$ cat src/rtl/execute_port3_issue_buffer.sv
// In-order first-word-fall-through issue buffer between the scheduler's ALU3 slot
// and the load/store execute port; absorbs port backpressure.
module execute_port3_issue_buffer #(
  parameter int DEPTH   = 4,
  parameter int DEPTH_N = 2
) (
  input  logic               iCLOCK,
  input  logic               inRESET,
  input  logic               iRESET_SYNC,
  input  logic               iFREE_EX,
  input  logic               iSCHE_VALID,
  input  logic               iSCHE_DESTINATION_SYSREG,
  input  logic [5:0]         iSCHE_COMMIT_TAG,
  input  logic [4:0]         iSCHE_CMD,
  input  logic [31:0]        iSCHE_SOURCE0,
  input  logic [31:0]        iSCHE_SOURCE1,
  input  logic               iSCHE_ADV_ACTIVE,
  input  logic [5:0]         iSCHE_ADV_DATA,
  input  logic [5:0]         iSCHE_DESTINATION_REGNAME,
  input  logic [31:0]        iSCHE_PC,
  input  logic               iSCHE_SYS_LDST,
  input  logic               iSCHE_LDST,
  output logic               oSCHE_LOCK,
  output logic [DEPTH_N:0]   oSCHE_COUNT,
  output logic               oNEXT_VALID,
  output logic               oNEXT_DESTINATION_SYSREG,
  output logic [5:0]         oNEXT_COMMIT_TAG,
  output logic [4:0]         oNEXT_CMD,
  output logic [31:0]        oNEXT_SOURCE0,
  output logic [31:0]        oNEXT_SOURCE1,
  output logic               oNEXT_ADV_ACTIVE,
  output logic [5:0]         oNEXT_ADV_DATA,
  output logic [5:0]         oNEXT_DESTINATION_REGNAME,
  output logic [31:0]        oNEXT_PC,
  output logic               oNEXT_SYS_LDST,
  output logic               oNEXT_LDST,
  input  logic               iNEXT_LOCK
);

  typedef struct packed {
    logic        destination_sysreg;
    logic [5:0]  commit_tag;
    logic [4:0]  cmd;
    logic [31:0] source0;
    logic [31:0] source1;
    logic        adv_active;
    logic [5:0]  adv_data;
    logic [5:0]  destination_regname;
    logic [31:0] pc;
    logic        sys_ldst;
    logic        ldst;
  } entry_t;

  localparam logic [DEPTH_N:0]   FULL_COUNT = (DEPTH_N + 1)'(DEPTH);
  localparam logic [DEPTH_N:0]   CNT_ONE    = 1;
  localparam logic [DEPTH_N-1:0] PTR_ONE    = 1;

  entry_t               mem [DEPTH];
  entry_t               sche_entry;
  entry_t               head;
  logic [DEPTH_N-1:0]   wp;
  logic [DEPTH_N-1:0]   rp;
  logic [DEPTH_N:0]     count;
  logic                 push;
  logic                 pop;
  logic                 flush;

  assign sche_entry = '{
    destination_sysreg:  iSCHE_DESTINATION_SYSREG,
    commit_tag:          iSCHE_COMMIT_TAG,
    cmd:                 iSCHE_CMD,
    source0:             iSCHE_SOURCE0,
    source1:             iSCHE_SOURCE1,
    adv_active:          iSCHE_ADV_ACTIVE,
    adv_data:            iSCHE_ADV_DATA,
    destination_regname: iSCHE_DESTINATION_REGNAME,
    pc:                  iSCHE_PC,
    sys_ldst:            iSCHE_SYS_LDST,
    ldst:                iSCHE_LDST
  };

  assign oNEXT_VALID = (count != '0);
  assign oSCHE_LOCK  = (count == FULL_COUNT);
  assign oSCHE_COUNT = count;

  // Full lock ignores a same-cycle pop on purpose: no bypass path from pop to push.
  assign push  = iSCHE_VALID && !oSCHE_LOCK;
  assign pop   = oNEXT_VALID && !iNEXT_LOCK;
  assign flush = iRESET_SYNC || iFREE_EX;

  // NOTE: sequential state uses non-blocking assignments so every register samples pre-edge values.
  always_ff @(posedge iCLOCK) begin
    if (!inRESET || flush) begin
      wp    <= '0;
      rp    <= '0;
      count <= '0;
    end else begin
      if (push) wp <= wp + PTR_ONE;
      if (pop)  rp <= rp + PTR_ONE;
      if (push && !pop)      count <= count + CNT_ONE;
      else if (pop && !push) count <= count - CNT_ONE;
    end
  end

  // NOTE: the entry array has no reset; count gates visibility, so stale data never escapes.
  always_ff @(posedge iCLOCK) begin
    if (push) mem[wp] <= sche_entry;
  end

  // NOTE: default first in always_comb so no path leaves head unassigned (no latch).
  always_comb begin
    head = '0;
    if (oNEXT_VALID) head = mem[rp];
  end

  assign oNEXT_DESTINATION_SYSREG  = head.destination_sysreg;
  assign oNEXT_COMMIT_TAG          = head.commit_tag;
  assign oNEXT_CMD                 = head.cmd;
  assign oNEXT_SOURCE0             = head.source0;
  assign oNEXT_SOURCE1             = head.source1;
  assign oNEXT_ADV_ACTIVE          = head.adv_active;
  assign oNEXT_ADV_DATA            = head.adv_data;
  assign oNEXT_DESTINATION_REGNAME = head.destination_regname;
  assign oNEXT_PC                  = head.pc;
  assign oNEXT_SYS_LDST            = head.sys_ldst;
  assign oNEXT_LDST                = head.ldst;

endmodule

$ cat config.mk
export PLATFORM = sky130hd
export DESIGN_NAME = execute_port3_issue_buffer
export DESIGN_NICKNAME = d
export VERILOG_FILES = /design/src/rtl/execute_port3_issue_buffer.sv
export SDC_FILE = /design/constraint.sdc
export NUM_CORES = 1
export LEC_CHECK = 0
export ABC_AREA = 1
export BUFFER_PORTS_ARGS = -buffer_cell sky130_fd_sc_hd__buf_2
export CAP_MARGIN = 10
export CORE_MARGIN = 1
export CORE_UTILIZATION = 28
export CTS_BUF_LIST = sky130_fd_sc_hd__clkbuf_8
export CTS_CLUSTER_SIZE = 30
export DETAILED_ROUTE_END_ITERATION = 16
export MAX_ROUTING_LAYER = met4
export PLACE_DENSITY = 0.47
export SLEW_MARGIN = 20
export SYNTH_ARGS = -nofsm -noshare
export SYNTH_HDL_FRONTEND = slang
export SYNTH_SLANG_ARGS = --single-unit
$ cat constraint.sdc
create_clock -name iCLOCK -period 19.25 [get_ports iCLOCK]
set_clock_uncertainty 0.1 [all_clocks]
set_input_delay 2.8875 -clock iCLOCK [delete_from_list [all_inputs] [get_ports iCLOCK]]
set_output_delay 2.8875 -clock iCLOCK [all_outputs]
set_load 0.02 [all_outputs]
==> results.md <==
* Outcome: finished, final reports clean
* Hold crit path type: flip-flop to flip-flop
* Worst Path Required at 16.26 ns
* Fmax at between 100 and 150 MHz
* Share of cells above drive strength 1 at between 10% and 20%
* Synthesized instance count at 1646
* Post-CTS resize count at 0
* Routability congestion estimate at around 0.72
* Syn_area_per_cell at between 10 and 15 um^2
* Slew HR at between 30% and 40%
* Sw frac at between 20 and 25%
* Critical path launch point type: flip-flop
* H-tree depth at 3
* PwrDens at 96.74 mW/mm^2
* Synth cell types at 19
* Final hold violation count at 0
* Crit path buffers/inverters at 4
* Initial antenna violation count at 10
* Area of the core at between 0.06 and 0.07 mm^2
* Sequential-to-total area share from yosys stat at between 70% and 80%
* Unrepaired setup endpoints after global routing: false
* Vias per cell at ~4.3
* Top-count cell post-synth: nand2_1
* Cell internal pwr at 1.772 mW
* Final worst slack at 11.96 ns
* Post-synth design cell area at 0.01976 mm^2
* Post-synth EDFFs at between 400 and 500
* Tmin final at approximately 7.3 ns
* Worst slew pin tran at around 1 ns
* Post-Syn Nets at 1781
* Post-synth top area share at 74.76%
* Total power at 2.288 mW
* Ports at 257
* IO buf count at 256
* Pin count of the biggest net entering global routing at about 120
* WL/cell at 16.43 um
* Combinational Power Share at under 10%
* Post-DRT Antenna Nets at 0
* Worst-path clk slew at about 0.05 ns
* Starting Density at 28.27%
* Fin. max-slew vios at 0
* Worst path slowest cell: buf_4
* # nets final at between 2000 and 2500
* Ys Warns at 0
* Routed Wire Length at ~48000 um
* Max FO, Critical Path at 91
* Final setup violation count at 0
* Most common cell on crit path: nand2_1
* WS Path Type: flip-flop to primary output
* P&R area growth vs syn at 19.68%
* Vias in the first global route at 12190
* Max Buffers Root-to-Sink at 3
* Top post-synthesis cells by area: edfxtp_1 75%, nand2_1 9.6%, nor2_1 4.9%
* Post-place setup slack at between 10 and 15 ns
* Clk pwr share at 40.9%
* Via total after detailed routing at ~13000
* TNS Setup at 0 ns
* Post-CTS Setup Repair Bufs at 0
* CTS buffer count at slightly below 90
* Grt ovf at 0
* Lkg Pwr at slightly above 9 nW
* Cts hold-fix bufs at 0
* Root Driver: clkbuf_8
* Async SR Flop Fraction at 0%
* Worst path top cell family by delay: buffers and inverters
* Post-synth top area cell: edfxtp_1
* Remaining DRCs at 0
* First-pass GRT wire length at roughly 70000 um
* Post-synthesis register bit count at 501
* Reg power frac at between 50 and 60%
* Hpwl dp at approximately 25000 um
* Die area at 0.07164 mm^2
* Core Rows at 97
* Clock latency on the worst-skew pair at roughly 0.65 ns
* DR pass1 iterations at 5
* CTS sink count at roughly 500
* Worst path cell trace: inv_6 -> buf_4 -> buf_4 -> nand2_1 -> nand2_1 -> nand2_1 -> a21oi_1 -> buf_2
* Die W at between 200 and 300 um
* Critical path's largest stage delay at roughly 0.85 ns
* Crit. End Element: primary output
* CTS tree: done
* Sw power at between 0.5 and 0.6 mW
* Maxcap violations at 0
* Tcrit/Tclk final at a little under two fifths
* Die height at approximately 270 um
* Synth top cells by count: 508 x nand2_1, 492 x edfxtp_1, 256 x nor2_1, 130 x a21oi_1, 120 x o21ai_0
* Top_reg_cell synth: edfxtp_1
* Global router's overall resource usage at 13.64%
* Max VDD drop at 0.06058 mV
* WP data arrival at around 4.3 ns
* Drt first-iter violations at around 460
-- layout by cell type, fill, tap and decap left out, drive strengths merged --
master      n
nand3b      1
nand4       1
a21oi     130
bufinv      5
edfxtp    492
clkinv     29
nor2      256
diode      12
inv        51
fa          1
buf       270
clkbuf     92
dfxtp       9
ha          5
clkinvlp    3
o21ai     123
nand3       5
nand2     508
-- registers in the layout, summed over array words and instances (netlist names), named ones only --
name         count
mem            492
oSCHE_COUNT      3
rp               2
wp               2
-- layer usage --
metal  up-vias  global-route usage (%)  share of wire, %
li1       6219                       -                 -
met1      6046                   16.17                43
met2       273                   21.50                47
met3        76                   4.450               6.8
met4         0                   5.205               2.3
met5         -                       -                 0
-- tightest hold or removal path, stage by stage, from the launching register on --
cell     delay, ns
dfxtp_1       0.29
inv_1         0.07
a21oi_1       0.06
-- stage by stage --
step,hold slack (ns),util [%],std cells,instance area [um^2]
2_1_floorplan,0.3490,-,1646,19760
3_3_place_gp,0.3571,31.37,2762,21930
3_5_place_dp,0.3605,31.37,2762,21930
4_1_cts,0.3705,33.79,2921,23620
5_1_grt,0.4191,33.82,2931,23650
6_report,0.3700,33.83,2933,23650
-- worst paths after layout --
kind	startpoint	endpoint	slack [ns]	cells after the start
worst max register to register	oSCHE_COUNT[0]	mem[0][71]	16.20	5
worst min register to register	rp[0]	flip-flop	0.37	2
worst max-delay path	flip-flop	oNEXT_SOURCE1[16]	11.96	8
worst min-delay path	rp[0]	flip-flop	0.37	2
-- logic make-up (layout without fill, tap and decap cells) --
group	after synthesis	after routing	synth area share, %
AOI/OAI and AO/OA	253	253	6.407
adders and majority gates	6	6	0.4179
buffers and inverters	115	450	2.767
DFF	501	501	75.67
other	0	12	0
and+or+nand+nor	771	771	14.73
-- final cells by class --
type | count | area, um^2
Clock inverter | 67 | 424.2
Fill cell | 7010 | 46260
Sequential cell | 501 | 14960
Timing Repair Buffer | 270 | 1411
Clock buffer | 92 | 1266
Multi-Input combinational cell | 1030 | 4290
Inverter | 21 | 93.84
Tap cell | 940 | 1176
Antenna cell | 12 | 30.03
-- power by group through the flow --
stage,registers (mW),logic [mW],clock network [mW]
final,1.23,0.118,0.937
after global routing,1.23,0.132,1.03
after CTS,1.23,0.121,0.982
after detailed placement,1.26,0.121,0
after global placement,1.25,0.119,0
after floorplan,1.26,0.0640,0
No activity file was read; power rests on OpenSTA's default activity.
